===== src/rtl/axi_arbiter_if.sv =====
`timescale 1ns/1ps
// ---------------------------------------------------------------------------
// axi_arbiter_if -- AXI-Lite bundle (AR, R, AW, W, B) shared by both masters
// and the memory-side port of axi_arbiter.
//
// Parameters
//   ADDR_W : address width of the AR/AW channels
//   DATA_W : data width of R/W; the write strobe is DATA_W/8 bits
//
// Modports
//   master : drives ar*/aw*/w* valid+payload, rready, bready
//   slave  : drives arready, r*, awready, wready, b*
// ---------------------------------------------------------------------------
interface axi_arbiter_if #(
  parameter int ADDR_W = 32,
  parameter int DATA_W = 32
);
  // Read address / read data
  logic [ADDR_W-1:0]   araddr;
  logic                arvalid;
  logic                arready;
  logic [DATA_W-1:0]   rdata;
  logic [1:0]          rresp;
  logic                rvalid;
  logic                rready;
  // Write address / write data / write response
  logic [ADDR_W-1:0]   awaddr;
  logic                awvalid;
  logic                awready;
  logic [DATA_W-1:0]   wdata;
  logic [DATA_W/8-1:0] wstrb;
  logic                wvalid;
  logic                wready;
  logic [1:0]          bresp;
  logic                bvalid;
  logic                bready;

  modport master (
    output araddr, arvalid, rready,
    output awaddr, awvalid, wdata, wstrb, wvalid, bready,
    input  arready, rdata, rresp, rvalid,
    input  awready, wready, bresp, bvalid
  );

  modport slave (
    input  araddr, arvalid, rready,
    input  awaddr, awvalid, wdata, wstrb, wvalid, bready,
    output arready, rdata, rresp, rvalid,
    output awready, wready, bresp, bvalid
  );
endinterface


===== src/rtl/axi_arbiter.sv =====
`timescale 1ns/1ps
// ---------------------------------------------------------------------------
// axi_arbiter -- two-master to one-slave AXI-Lite arbiter.
//
// Master 0 (IFU) issues reads only; master 1 (LSU) issues reads and writes.
// Exactly one transaction is outstanding at a time. A request seen in IDLE is
// granted on that clock edge and forwarded combinationally from the next
// cycle; completion of the response returns the FSM to IDLE for at least one
// cycle before the next grant.
//
// Ports
//   clk  : clock, all state updates on the rising edge
//   rst  : synchronous, active-high reset
//   ifu  : IFU master (slave modport; only AR/R are used, AW/W/B tied off)
//   lsu  : LSU master (slave modport; AR/R/AW/W/B)
//   s    : memory-side port (master modport)
//
// Configuration
//   ARB_ROUND_ROBIN_EN : when defined, IFU/LSU contention is resolved by a
//                        1-bit last-grant pointer favouring the master not
//                        served last. When undefined, the LSU always wins.
//                        A simultaneous LSU write and read always picks the
//                        write first in both modes.
// ---------------------------------------------------------------------------
module axi_arbiter #(
  parameter int ADDR_W = 32,
  parameter int DATA_W = 32
) (
  input  logic         clk,
  input  logic         rst,
  axi_arbiter_if.slave  ifu,
  axi_arbiter_if.slave  lsu,
  axi_arbiter_if.master s
);

  typedef enum logic [1:0] {
    IDLE   = 2'd0,
    IFU_RD = 2'd1,
    LSU_RD = 2'd2,
    LSU_WR = 2'd3
  } state_t;

  state_t r_state;
  logic   r_ar_done;   // AR handed to the slave in the current read
  logic   r_aw_done;   // AW handshake completed in the current write
  logic   r_w_done;    // W handshake completed in the current write
`ifdef ARB_ROUND_ROBIN_EN
  logic   r_last_lsu;  // 1: LSU was served last, 0: IFU was served last
`endif

  // Grant selection
  logic   w_lsu_req;
  logic   w_pick_lsu;
  state_t w_grant;

  // Forwarded handshake signals
  logic [ADDR_W-1:0]   w_s_araddr;
  logic                w_s_arvalid;
  logic                w_s_rready;
  logic [ADDR_W-1:0]   w_s_awaddr;
  logic                w_s_awvalid;
  logic [DATA_W-1:0]   w_s_wdata;
  logic [DATA_W/8-1:0] w_s_wstrb;
  logic                w_s_wvalid;
  logic                w_s_bready;
  logic                w_ifu_arready;
  logic                w_ifu_rvalid;
  logic                w_lsu_arready;
  logic                w_lsu_rvalid;
  logic                w_lsu_awready;
  logic                w_lsu_wready;
  logic                w_lsu_bvalid;

  // Handshake events
  logic w_ar_fire;
  logic w_aw_fire;
  logic w_w_fire;
  logic w_b_fire;
  logic w_ifu_r_fire;
  logic w_lsu_r_fire;
  logic w_rd_abandon;
  logic w_wr_abandon;

  // The IFU never writes; its write-side inputs are intentionally ignored.
  logic w_ifu_wr_unused;
  assign w_ifu_wr_unused = ^{ifu.awaddr, ifu.awvalid, ifu.wdata, ifu.wstrb,
                             ifu.wvalid, ifu.bready};

  // -------------------------------------------------------------------------
  // Arbitration: which state the FSM enters from IDLE this edge.
  // -------------------------------------------------------------------------
  assign w_lsu_req = lsu.arvalid | lsu.awvalid;

`ifdef ARB_ROUND_ROBIN_EN
  // On contention the LSU wins only if the IFU was served last.
  assign w_pick_lsu = w_lsu_req & (~ifu.arvalid | ~r_last_lsu);
`else
  assign w_pick_lsu = w_lsu_req;
`endif

  always_comb begin
    w_grant = IDLE;
    if (w_pick_lsu) begin
      w_grant = lsu.awvalid ? LSU_WR : LSU_RD;
    end else if (ifu.arvalid) begin
      w_grant = IFU_RD;
    end
  end

  // -------------------------------------------------------------------------
  // Channel forwarding. Everything is low in IDLE and while rst is high, so
  // a reset mid-transaction silences both sides immediately.
  // -------------------------------------------------------------------------
  always_comb begin
    // NOTE: every output gets a default before the case so that paths not
    // listed in a state fall back to 0 instead of inferring a latch.
    w_s_araddr    = '0;
    w_s_arvalid   = 1'b0;
    w_s_rready    = 1'b0;
    w_s_awaddr    = '0;
    w_s_awvalid   = 1'b0;
    w_s_wdata     = '0;
    w_s_wstrb     = '0;
    w_s_wvalid    = 1'b0;
    w_s_bready    = 1'b0;
    w_ifu_arready = 1'b0;
    w_ifu_rvalid  = 1'b0;
    w_lsu_arready = 1'b0;
    w_lsu_rvalid  = 1'b0;
    w_lsu_awready = 1'b0;
    w_lsu_wready  = 1'b0;
    w_lsu_bvalid  = 1'b0;
    if (!rst) begin
      case (r_state)
        IFU_RD: begin
          w_s_araddr    = ifu.araddr;
          w_s_arvalid   = ifu.arvalid;
          w_ifu_arready = s.arready;
          w_ifu_rvalid  = s.rvalid;
          w_s_rready    = ifu.rready;
        end
        LSU_RD: begin
          w_s_araddr    = lsu.araddr;
          w_s_arvalid   = lsu.arvalid;
          w_lsu_arready = s.arready;
          w_lsu_rvalid  = s.rvalid;
          w_s_rready    = lsu.rready;
        end
        LSU_WR: begin
          // AW and W complete independently; each is masked once accepted so
          // the slave sees exactly one beat per channel.
          w_s_awaddr    = lsu.awaddr;
          w_s_awvalid   = lsu.awvalid & ~r_aw_done;
          w_lsu_awready = s.awready & ~r_aw_done;
          w_s_wdata     = lsu.wdata;
          w_s_wstrb     = lsu.wstrb;
          w_s_wvalid    = lsu.wvalid & ~r_w_done;
          w_lsu_wready  = s.wready & ~r_w_done;
          w_lsu_bvalid  = s.bvalid;
          w_s_bready    = lsu.bready;
        end
        default: ;
      endcase
    end
  end

  assign w_ar_fire    = w_s_arvalid & s.arready;
  assign w_aw_fire    = w_s_awvalid & s.awready;
  assign w_w_fire     = w_s_wvalid & s.wready;
  assign w_b_fire     = w_lsu_bvalid & lsu.bready;
  assign w_ifu_r_fire = w_ifu_rvalid & ifu.rready;
  assign w_lsu_r_fire = w_lsu_rvalid & lsu.rready;

  // A master that withdraws its request before anything reached the slave
  // would otherwise park the FSM forever; fall back to IDLE instead.
  assign w_rd_abandon = ~r_ar_done & ~w_s_arvalid;
  assign w_wr_abandon = ~r_aw_done & ~r_w_done & ~lsu.awvalid & ~lsu.wvalid;

  // -------------------------------------------------------------------------
  // State machine
  // -------------------------------------------------------------------------
  always_ff @(posedge clk) begin
    // NOTE: sequential state uses non-blocking assignments so every register
    // samples pre-edge values regardless of statement order.
    if (rst) begin
      r_state    <= IDLE;
      r_ar_done  <= 1'b0;
      r_aw_done  <= 1'b0;
      r_w_done   <= 1'b0;
`ifdef ARB_ROUND_ROBIN_EN
      r_last_lsu <= 1'b0;
`endif
    end else begin
      case (r_state)
        IDLE: begin
          r_state   <= w_grant;
          r_ar_done <= 1'b0;
          r_aw_done <= 1'b0;
          r_w_done  <= 1'b0;
        end
        IFU_RD: begin
          if (w_ar_fire) r_ar_done <= 1'b1;
          if (w_ifu_r_fire || w_rd_abandon) begin
            r_state <= IDLE;
`ifdef ARB_ROUND_ROBIN_EN
            r_last_lsu <= 1'b0;
`endif
          end
        end
        LSU_RD: begin
          if (w_ar_fire) r_ar_done <= 1'b1;
          if (w_lsu_r_fire || w_rd_abandon) begin
            r_state <= IDLE;
`ifdef ARB_ROUND_ROBIN_EN
            r_last_lsu <= 1'b1;
`endif
          end
        end
        LSU_WR: begin
          if (w_aw_fire) r_aw_done <= 1'b1;
          if (w_w_fire)  r_w_done  <= 1'b1;
          if (w_b_fire || w_wr_abandon) begin
            r_state   <= IDLE;
            r_aw_done <= 1'b0;
            r_w_done  <= 1'b0;
`ifdef ARB_ROUND_ROBIN_EN
            r_last_lsu <= 1'b1;
`endif
          end
        end
        default: r_state <= IDLE;
      endcase
    end
  end

  // -------------------------------------------------------------------------
  // Port hookup. Response payloads pass through untouched; only the valid
  // and ready qualifiers are steered.
  // -------------------------------------------------------------------------
  assign s.araddr  = w_s_araddr;
  assign s.arvalid = w_s_arvalid;
  assign s.rready  = w_s_rready;
  assign s.awaddr  = w_s_awaddr;
  assign s.awvalid = w_s_awvalid;
  assign s.wdata   = w_s_wdata;
  assign s.wstrb   = w_s_wstrb;
  assign s.wvalid  = w_s_wvalid;
  assign s.bready  = w_s_bready;

  assign ifu.arready = w_ifu_arready;
  assign ifu.rvalid  = w_ifu_rvalid;
  assign ifu.rdata   = s.rdata;
  assign ifu.rresp   = s.rresp;
  assign ifu.awready = 1'b0;
  assign ifu.wready  = 1'b0;
  assign ifu.bvalid  = 1'b0;
  assign ifu.bresp   = 2'b00;

  assign lsu.arready = w_lsu_arready;
  assign lsu.rvalid  = w_lsu_rvalid;
  assign lsu.rdata   = s.rdata;
  assign lsu.rresp   = s.rresp;
  assign lsu.awready = w_lsu_awready;
  assign lsu.wready  = w_lsu_wready;
  assign lsu.bvalid  = w_lsu_bvalid;
  assign lsu.bresp   = s.bresp;

endmodule


===== src/flat_wrapper.sv =====
// flat-port wrapper written by rule: the top's interface ports become plain ports
module axi_arbiter_flat 
#(
  parameter int ADDR_W = 32,
  parameter int DATA_W = 32
)
  (clk, rst, ifu_araddr, ifu_arvalid, ifu_rready, ifu_awaddr, ifu_awvalid, ifu_wdata, ifu_wstrb, ifu_wvalid, ifu_bready, ifu_arready, ifu_rdata, ifu_rresp, ifu_rvalid, ifu_awready, ifu_wready, ifu_bresp, ifu_bvalid, lsu_araddr, lsu_arvalid, lsu_rready, lsu_awaddr, lsu_awvalid, lsu_wdata, lsu_wstrb, lsu_wvalid, lsu_bready, lsu_arready, lsu_rdata, lsu_rresp, lsu_rvalid, lsu_awready, lsu_wready, lsu_bresp, lsu_bvalid, s_araddr, s_arvalid, s_rready, s_awaddr, s_awvalid, s_wdata, s_wstrb, s_wvalid, s_bready, s_arready, s_rdata, s_rresp, s_rvalid, s_awready, s_wready, s_bresp, s_bvalid);
  axi_arbiter_if #(.ADDR_W(ADDR_W), .DATA_W(DATA_W)) ifu_i ();
  axi_arbiter_if #(.ADDR_W(ADDR_W), .DATA_W(DATA_W)) lsu_i ();
  axi_arbiter_if #(.ADDR_W(ADDR_W), .DATA_W(DATA_W)) s_i ();
  input  logic clk;
  input  logic rst;
  input wire logic [$bits(ifu_i.araddr)-1:0] ifu_araddr;
  input wire logic [$bits(ifu_i.arvalid)-1:0] ifu_arvalid;
  input wire logic [$bits(ifu_i.rready)-1:0] ifu_rready;
  input wire logic [$bits(ifu_i.awaddr)-1:0] ifu_awaddr;
  input wire logic [$bits(ifu_i.awvalid)-1:0] ifu_awvalid;
  input wire logic [$bits(ifu_i.wdata)-1:0] ifu_wdata;
  input wire logic [$bits(ifu_i.wstrb)-1:0] ifu_wstrb;
  input wire logic [$bits(ifu_i.wvalid)-1:0] ifu_wvalid;
  input wire logic [$bits(ifu_i.bready)-1:0] ifu_bready;
  output wire logic [$bits(ifu_i.arready)-1:0] ifu_arready;
  output wire logic [$bits(ifu_i.rdata)-1:0] ifu_rdata;
  output wire logic [$bits(ifu_i.rresp)-1:0] ifu_rresp;
  output wire logic [$bits(ifu_i.rvalid)-1:0] ifu_rvalid;
  output wire logic [$bits(ifu_i.awready)-1:0] ifu_awready;
  output wire logic [$bits(ifu_i.wready)-1:0] ifu_wready;
  output wire logic [$bits(ifu_i.bresp)-1:0] ifu_bresp;
  output wire logic [$bits(ifu_i.bvalid)-1:0] ifu_bvalid;
  input wire logic [$bits(lsu_i.araddr)-1:0] lsu_araddr;
  input wire logic [$bits(lsu_i.arvalid)-1:0] lsu_arvalid;
  input wire logic [$bits(lsu_i.rready)-1:0] lsu_rready;
  input wire logic [$bits(lsu_i.awaddr)-1:0] lsu_awaddr;
  input wire logic [$bits(lsu_i.awvalid)-1:0] lsu_awvalid;
  input wire logic [$bits(lsu_i.wdata)-1:0] lsu_wdata;
  input wire logic [$bits(lsu_i.wstrb)-1:0] lsu_wstrb;
  input wire logic [$bits(lsu_i.wvalid)-1:0] lsu_wvalid;
  input wire logic [$bits(lsu_i.bready)-1:0] lsu_bready;
  output wire logic [$bits(lsu_i.arready)-1:0] lsu_arready;
  output wire logic [$bits(lsu_i.rdata)-1:0] lsu_rdata;
  output wire logic [$bits(lsu_i.rresp)-1:0] lsu_rresp;
  output wire logic [$bits(lsu_i.rvalid)-1:0] lsu_rvalid;
  output wire logic [$bits(lsu_i.awready)-1:0] lsu_awready;
  output wire logic [$bits(lsu_i.wready)-1:0] lsu_wready;
  output wire logic [$bits(lsu_i.bresp)-1:0] lsu_bresp;
  output wire logic [$bits(lsu_i.bvalid)-1:0] lsu_bvalid;
  output wire logic [$bits(s_i.araddr)-1:0] s_araddr;
  output wire logic [$bits(s_i.arvalid)-1:0] s_arvalid;
  output wire logic [$bits(s_i.rready)-1:0] s_rready;
  output wire logic [$bits(s_i.awaddr)-1:0] s_awaddr;
  output wire logic [$bits(s_i.awvalid)-1:0] s_awvalid;
  output wire logic [$bits(s_i.wdata)-1:0] s_wdata;
  output wire logic [$bits(s_i.wstrb)-1:0] s_wstrb;
  output wire logic [$bits(s_i.wvalid)-1:0] s_wvalid;
  output wire logic [$bits(s_i.bready)-1:0] s_bready;
  input wire logic [$bits(s_i.arready)-1:0] s_arready;
  input wire logic [$bits(s_i.rdata)-1:0] s_rdata;
  input wire logic [$bits(s_i.rresp)-1:0] s_rresp;
  input wire logic [$bits(s_i.rvalid)-1:0] s_rvalid;
  input wire logic [$bits(s_i.awready)-1:0] s_awready;
  input wire logic [$bits(s_i.wready)-1:0] s_wready;
  input wire logic [$bits(s_i.bresp)-1:0] s_bresp;
  input wire logic [$bits(s_i.bvalid)-1:0] s_bvalid;
  assign ifu_i.araddr = ifu_araddr;
  assign ifu_i.arvalid = ifu_arvalid;
  assign ifu_i.rready = ifu_rready;
  assign ifu_i.awaddr = ifu_awaddr;
  assign ifu_i.awvalid = ifu_awvalid;
  assign ifu_i.wdata = ifu_wdata;
  assign ifu_i.wstrb = ifu_wstrb;
  assign ifu_i.wvalid = ifu_wvalid;
  assign ifu_i.bready = ifu_bready;
  assign ifu_arready = ifu_i.arready;
  assign ifu_rdata = ifu_i.rdata;
  assign ifu_rresp = ifu_i.rresp;
  assign ifu_rvalid = ifu_i.rvalid;
  assign ifu_awready = ifu_i.awready;
  assign ifu_wready = ifu_i.wready;
  assign ifu_bresp = ifu_i.bresp;
  assign ifu_bvalid = ifu_i.bvalid;
  assign lsu_i.araddr = lsu_araddr;
  assign lsu_i.arvalid = lsu_arvalid;
  assign lsu_i.rready = lsu_rready;
  assign lsu_i.awaddr = lsu_awaddr;
  assign lsu_i.awvalid = lsu_awvalid;
  assign lsu_i.wdata = lsu_wdata;
  assign lsu_i.wstrb = lsu_wstrb;
  assign lsu_i.wvalid = lsu_wvalid;
  assign lsu_i.bready = lsu_bready;
  assign lsu_arready = lsu_i.arready;
  assign lsu_rdata = lsu_i.rdata;
  assign lsu_rresp = lsu_i.rresp;
  assign lsu_rvalid = lsu_i.rvalid;
  assign lsu_awready = lsu_i.awready;
  assign lsu_wready = lsu_i.wready;
  assign lsu_bresp = lsu_i.bresp;
  assign lsu_bvalid = lsu_i.bvalid;
  assign s_araddr = s_i.araddr;
  assign s_arvalid = s_i.arvalid;
  assign s_rready = s_i.rready;
  assign s_awaddr = s_i.awaddr;
  assign s_awvalid = s_i.awvalid;
  assign s_wdata = s_i.wdata;
  assign s_wstrb = s_i.wstrb;
  assign s_wvalid = s_i.wvalid;
  assign s_bready = s_i.bready;
  assign s_i.arready = s_arready;
  assign s_i.rdata = s_rdata;
  assign s_i.rresp = s_rresp;
  assign s_i.rvalid = s_rvalid;
  assign s_i.awready = s_awready;
  assign s_i.wready = s_wready;
  assign s_i.bresp = s_bresp;
  assign s_i.bvalid = s_bvalid;
  axi_arbiter #(.ADDR_W(ADDR_W), .DATA_W(DATA_W)) u_core (.clk(clk), .rst(rst), .ifu(ifu_i), .lsu(lsu_i), .s(s_i));
endmodule

===== config.mk =====
export PLATFORM = sky130hd
export DESIGN_NAME = axi_arbiter_flat
export DESIGN_NICKNAME = d
export VERILOG_FILES = /design/src/rtl/axi_arbiter_if.sv /design/src/rtl/axi_arbiter.sv /design/src/flat_wrapper.sv
export SDC_FILE = /design/constraint.sdc
export NUM_CORES = 1
export LEC_CHECK = 0
export ABC_AREA = 1
export CAP_MARGIN = 20
export CORE_AREA = 10 10 161 163
export CTS_CLUSTER_SIZE = 8
export DETAILED_ROUTE_END_ITERATION = 10
export DIE_AREA = 0 0 171 173
export HOLD_SLACK_MARGIN = 0.1
export PLACE_DENSITY = 0.53
export RECOVER_POWER = 100
export SETUP_SLACK_MARGIN = 0.15
export SKIP_LAST_GASP = 1
export SLEW_MARGIN = 0
export SYNTH_ARGS = -nofsm -noshare
export SYNTH_HDL_FRONTEND = slang
export SYNTH_SLANG_ARGS = --single-unit

===== constraint.sdc =====
create_clock -name clk -period 1.4 [get_ports clk]
set_input_delay 0.14 -clock clk [delete_from_list [all_inputs] [get_ports clk]]
set_output_delay 0.14 -clock clk [all_outputs]
set_load 0.005 [all_outputs]

# Word level (Yosys, flattened, before mapping)
# Cells that the tools add are included.
# Widths: inputs -> output; s select.
# totals
wordCells,92
latch_bits,0
input_bits,253
ramBits,0
register_bits,5
romBits,0
n_memories,0
output_inout_bits,187
# op_classes
bitwise_logic,21
reduce_logical,11
n_eq_ne,9
mux,47
shifts,0
n_lt_le_gt_ge,0
n_div,0
n_addsub,0
multipliers,0
# ops
op,count
$mux 32,5
$pmux 32 s2,1
$mux 1,29
$and 1x1->1,14
$pmux 1 s2,5
$mux 2,4
$mux 4,2
$ne 2x1->1 const B,4
$pmux 2 s4,1
$ne 3x1->1 const B,2
$not 1->1,6
$reduce_and 2->1,3
$eq 2x2->1 const B,2
$reduce_bool 2->1,2
$logic_or 1x1->1,3
$reduce_and 3->1,1
$eq 2x1->1 const B,1
$logic_not 2->1,1
$reduce_or 2->1,1
$or 1x1->1,1

# Longest topological paths before layout
# logic_depth
ltp_word,8
ltp_mapped,12
depth_no_buf,11

# Worst setup path after synthesis
# No wires, ideal clock.
# synth_path
path_kind,reg2reg
start,reg u_core.r_state[0]
end,reg u_core.r_state[0]
t_arrival_ps,1260
setup_ps,114
n_path_buf,1
synth_period_minus_slack_ps,1374
path_stages_with_launch,12
path_slack_ps,26
path_cell_list,dfxtp_1 > inv_1 > ha_1 > buf_4 > nand2_1 > nand2_1 > nand3_2 > nand2_1 > nand2_1 > nand2_1 > nor2_1 > nor2_2
# synth_between
elab_chain_cells,8
elab_cells_between_ends,25
classes_between,eq/ne (6); mux (9); bitwise (5); reduce/logical (5)
# synth_lines
element,line_no,text
"start, declared",axi_arbiter.sv:43,state_t r_state;
"start signal, assigned",axi_arbiter.sv:196,r_state <= w_grant;
$eq 2x2->1 or $eq 2x1->1 (tied branches),"axi_arbiter.sv:134, axi_arbiter.sv:194",
$pmux 1 s2,axi_arbiter.sv:134,case (r_state)
$mux 1,axi_arbiter.sv:133,if (!rst) begin
$not 1->1,axi_arbiter.sv:176,assign w_rd_abandon = ~r_ar_done & ~w_s_arvalid;
$and 1x1->1,axi_arbiter.sv:176,
$logic_or 1x1->1 (on tied branches),"axi_arbiter.sv:212, axi_arbiter.sv:203",
$ne 2x1->1 (no line),n/a,
$reduce_and 3->1 (no line),n/a,
# Several ways; a longest one is shown, not always the timed one.
# A chain may end at the register's enable or synchronous reset.

# Final worst setup path
# layout_path
start,reg u_core.r_state[0]
end,out s_araddr[0]
# layout_between
elab_chain_cells,3
elab_cells_between_ends,4
classes_between,eq/ne (2); mux (2)
# layout_lines
element,line_no,text
$eq 2x2->1 or $eq 2x1->1 (tied branches),axi_arbiter.sv:134,
$pmux 32 s2 (*),axi_arbiter.sv:134,
$mux 32 (*),axi_arbiter.sv:133,
"end, declared",flat_wrapper.sv:47,output wire logic [$bits(s_i.araddr)-1:0] s_araddr;
# Mark *: on every way between the ends. The rest lies on a longest branch, timed or not.

==> impl_metrics.ini <==
[yosys]
syn_area_per_cell_sq_um = 5.08
synth.cell_area_sq_um = 2110
synth_top_area_cell = buf_4
synthTopCellsByArea = buf_4 (28%), nand2_1 (28%), nor2_1 (13%), a21oi_1 (8.8%), dfxtp_1 (4.7%)
netlist.area_leader.share_pct = 27.7
synth.distinct_cells = 20
synth-seq-area-share_pct = 4.74
syn_inst = 416
yosysWarningCount = 0
synth-seq-cells = 5

[route]
wl_per_cell_um = 17.8
drt_first_pass_iters = 4
ant_nets = 0
vias = 3617
viasPerCell = 3.76
totalWireLength_um = 17100
drcViolationCount = 0
drt_iter0_drc = 62

[critical_path]
worst_path_most_repeated_cell = buf_6
cp_slowest_cell = dfxtp_2
cp.required_ps = 1260
worstPathArrival_ps = 1570
crit_type = reg -> out
max_stage_delay_ps = 330
worstPathCellList = buf_6 > ha_4 > buf_6 > buf_16 > buf_6 > buf_6 > nand2_2 > a21oi_2 > buf_2
critPathLaunchType = flip-flop
crit_path_end_kind = output pin
crit_path_max_fanout = 3

[floorplan]
pin_count = 440
dieArea_sq_um = 29600
die_height_um = 173
die_w_um = 171
coreArea_sq_um = 22600
rows = 55
start_util_pct = 9.36

[timing]
finalHoldViolCount = 0
setup_viol = 117
rsz0062_at_grt = yes
final.setup.worst_slack_ps = -310
drv_slew = 0
min_period_over_period_pct = 122
clock.fmax_mhz = 585
fin_skew_ps = 2.22
fin_hold_ws_ps = 280
fin_crit_ps = 1710

[clock_network]
clkSlewWorstSetupHoldPaths_ps = 30
clk_latency_ps = 230
cts_max_level = 1
cts_tree = done
cts-root-buf = clkbuf_16
cts_buffers = 3
cts.sinks = 5
clk_path_buf_depth = 2

[place]
port_buffers = 257
dp.cells = 899
gp_congestion = 0.782
placed_area_sq_um = 4750
hpwl_um = 11900

[pwr]
ir_worst_vdd_v = 0.000292
p_leak_nw = 2.92
power_density_nw_per_um2 = 507

[layout]
synthToLayoutAreaGrowth_pct = 196
ff_latch_area_sq_um = 105
fillCellCount = 2488
post_layout_nonfiller_instances = 961
drive_above_1_share_pct = 57.8
postLayoutCellArea_sq_um = 6250
fin_nets = 934
layout_common_cells = clkdlybuf4s50_1 (144), buf_2 (103), nand2_1 (64), nand2_4 (55), nor2_1 (44)
multi_input_area_sq_um = 2130
layout_commonest_cell = clkdlybuf4s50_1

[grt]
grt_use_met1_pct = 9.99
grt_max_degree = 20
grt_use_met3_pct = 4.19
grt_pass1_vias = 3758
grt.busiest_layer = met2
grt_usage_pct = 9.80
grt_overflow = 0
antenna_found_initial = 3
use_met2_pct = 17.5
grt_pass1_wl_um = 22500

[outcome]
violations = setup timing
status = complete, but fails checks

[min_path]
worstHoldPathType = in -> out

[run]
drv_cap = 0
state kept, by name (all words and copies together) (netlist names):
name,flops
u_core.r_w_done,1
u_core.r_state,2
u_core.r_ar_done,1
u_core.r_aw_done,1
cell families (layout without fill, tap and decap cells):
| kind of cell | Yosys count | after routing | synth area share, % |
|---|---|---|---|
| simple gates | 246 | 246 | 46.7 |
| buf+inv | 119 | 374 | 35.8 |
| compound gates | 40 | 40 | 9.60 |
| fa+ha+maj | 5 | 5 | 2.96 |
| flops | 5 | 5 | 4.74 |
| other cells | 1 | 6 | 0.178 |
power breakdown:
| group | leakage (nW) | internal (mW) | switching (mW) |
|---|---|---|---|
| sequential | 0.0417 | 0.156 | 0.0117 |
| clock | 0.0382 | 0.377 | 0.0908 |
| combinational | 2.84 | 1.47 | 1.06 |
| total | 2.92 | 2.01 | 1.17 |
worst max-delay path, delay by kind of cell, from the launching register on:
family / cells / cell delay (ps)
fa+ha+maj: 1 / 170
buf+inv: 6 / 640
compound gates: 1 / 150
flops: 1 / 330
simple gates: 1 / 50
synthesized netlist by cell type:
| master | number |
|---|---|
| a21oi_1 | 37 |
| nand4_1 | 3 |
| nand2_1 | 155 |
| nor3_1 | 4 |
| nor2_1 | 73 |
| inv_2 | 3 |
| conb_1 | 1 |
| clkbuf_1 | 11 |
| dfxtp_1 | 5 |
| nand3_1 | 3 |
| ha_1 | 5 |
| nand2_2 | 1 |
| buf_2 | 13 |
| nand3_2 | 2 |
| nor3_4 | 2 |
| a21boi_0 | 1 |
| buf_4 | 78 |
| o21ai_0 | 2 |
| inv_1 | 14 |
| nor2_2 | 3 |
routing by layer:
| metal | wire length, um | up-vias |
|---|---|---|
| li1 | - | 1714 |
| met1 | 6370 | 1630 |
| met2 | 8310 | 226 |
| met3 | 1910 | 43 |
| met4 | 447 | 4 |
| met5 | 27 | - |
worst paths after layout:
kind                                                      from                        endpoint  slack, ps  cells after the start
worst min register to register    u_core.r_w_done$_SDFFE_PP0P_    u_core.r_w_done$_SDFFE_PP0P_        520                      2
worst min-delay path                               s_rdata[11]                   ifu_rdata[11]        280                      0
worst max-delay path            u_core.r_state[0]$_SDFFE_PP0P_                     s_araddr[0]       -310                      9
worst max register to register  u_core.r_state[1]$_SDFFE_PP0P_  u_core.r_state[1]$_SDFFE_PP0P_       -230                     11
timing repair:
item                       CTS  global route
gates resized for setup    516           237
cloned                      13             5
pin swaps                   41            63
setup endpoints to repair  117           117
buffers inserted            25            14
hold buffers                 0             0
final cells by class:
type / instances / share of cell area (%)
diodes: 1 / 0.0400
multi-input cells: 296 / 34.1
clock buffers: 4 / 1.26
well taps: 285 / 5.70
flip-flops and latches: 5 / 1.68
inverters: 17 / 1.22
repair buffers: 353 / 56.0
stage by stage:
stage | setup WS [ps] | setup TNS [ps] | utilization, % | total power, mW
global placement | -474 | -40460 | 21.0 | 1.59
CTS | -321 | -25610 | 24.2 | 2.73
floorplan | 94.5 | 0 | - | 0.794
finish | -310 | -24530 | 27.7 | 3.17
global route | -366 | -31930 | 27.7 | 3.37
detailed placement | -473 | -41370 | 21.0 | 1.59
(Power assumes the default switching activity.)
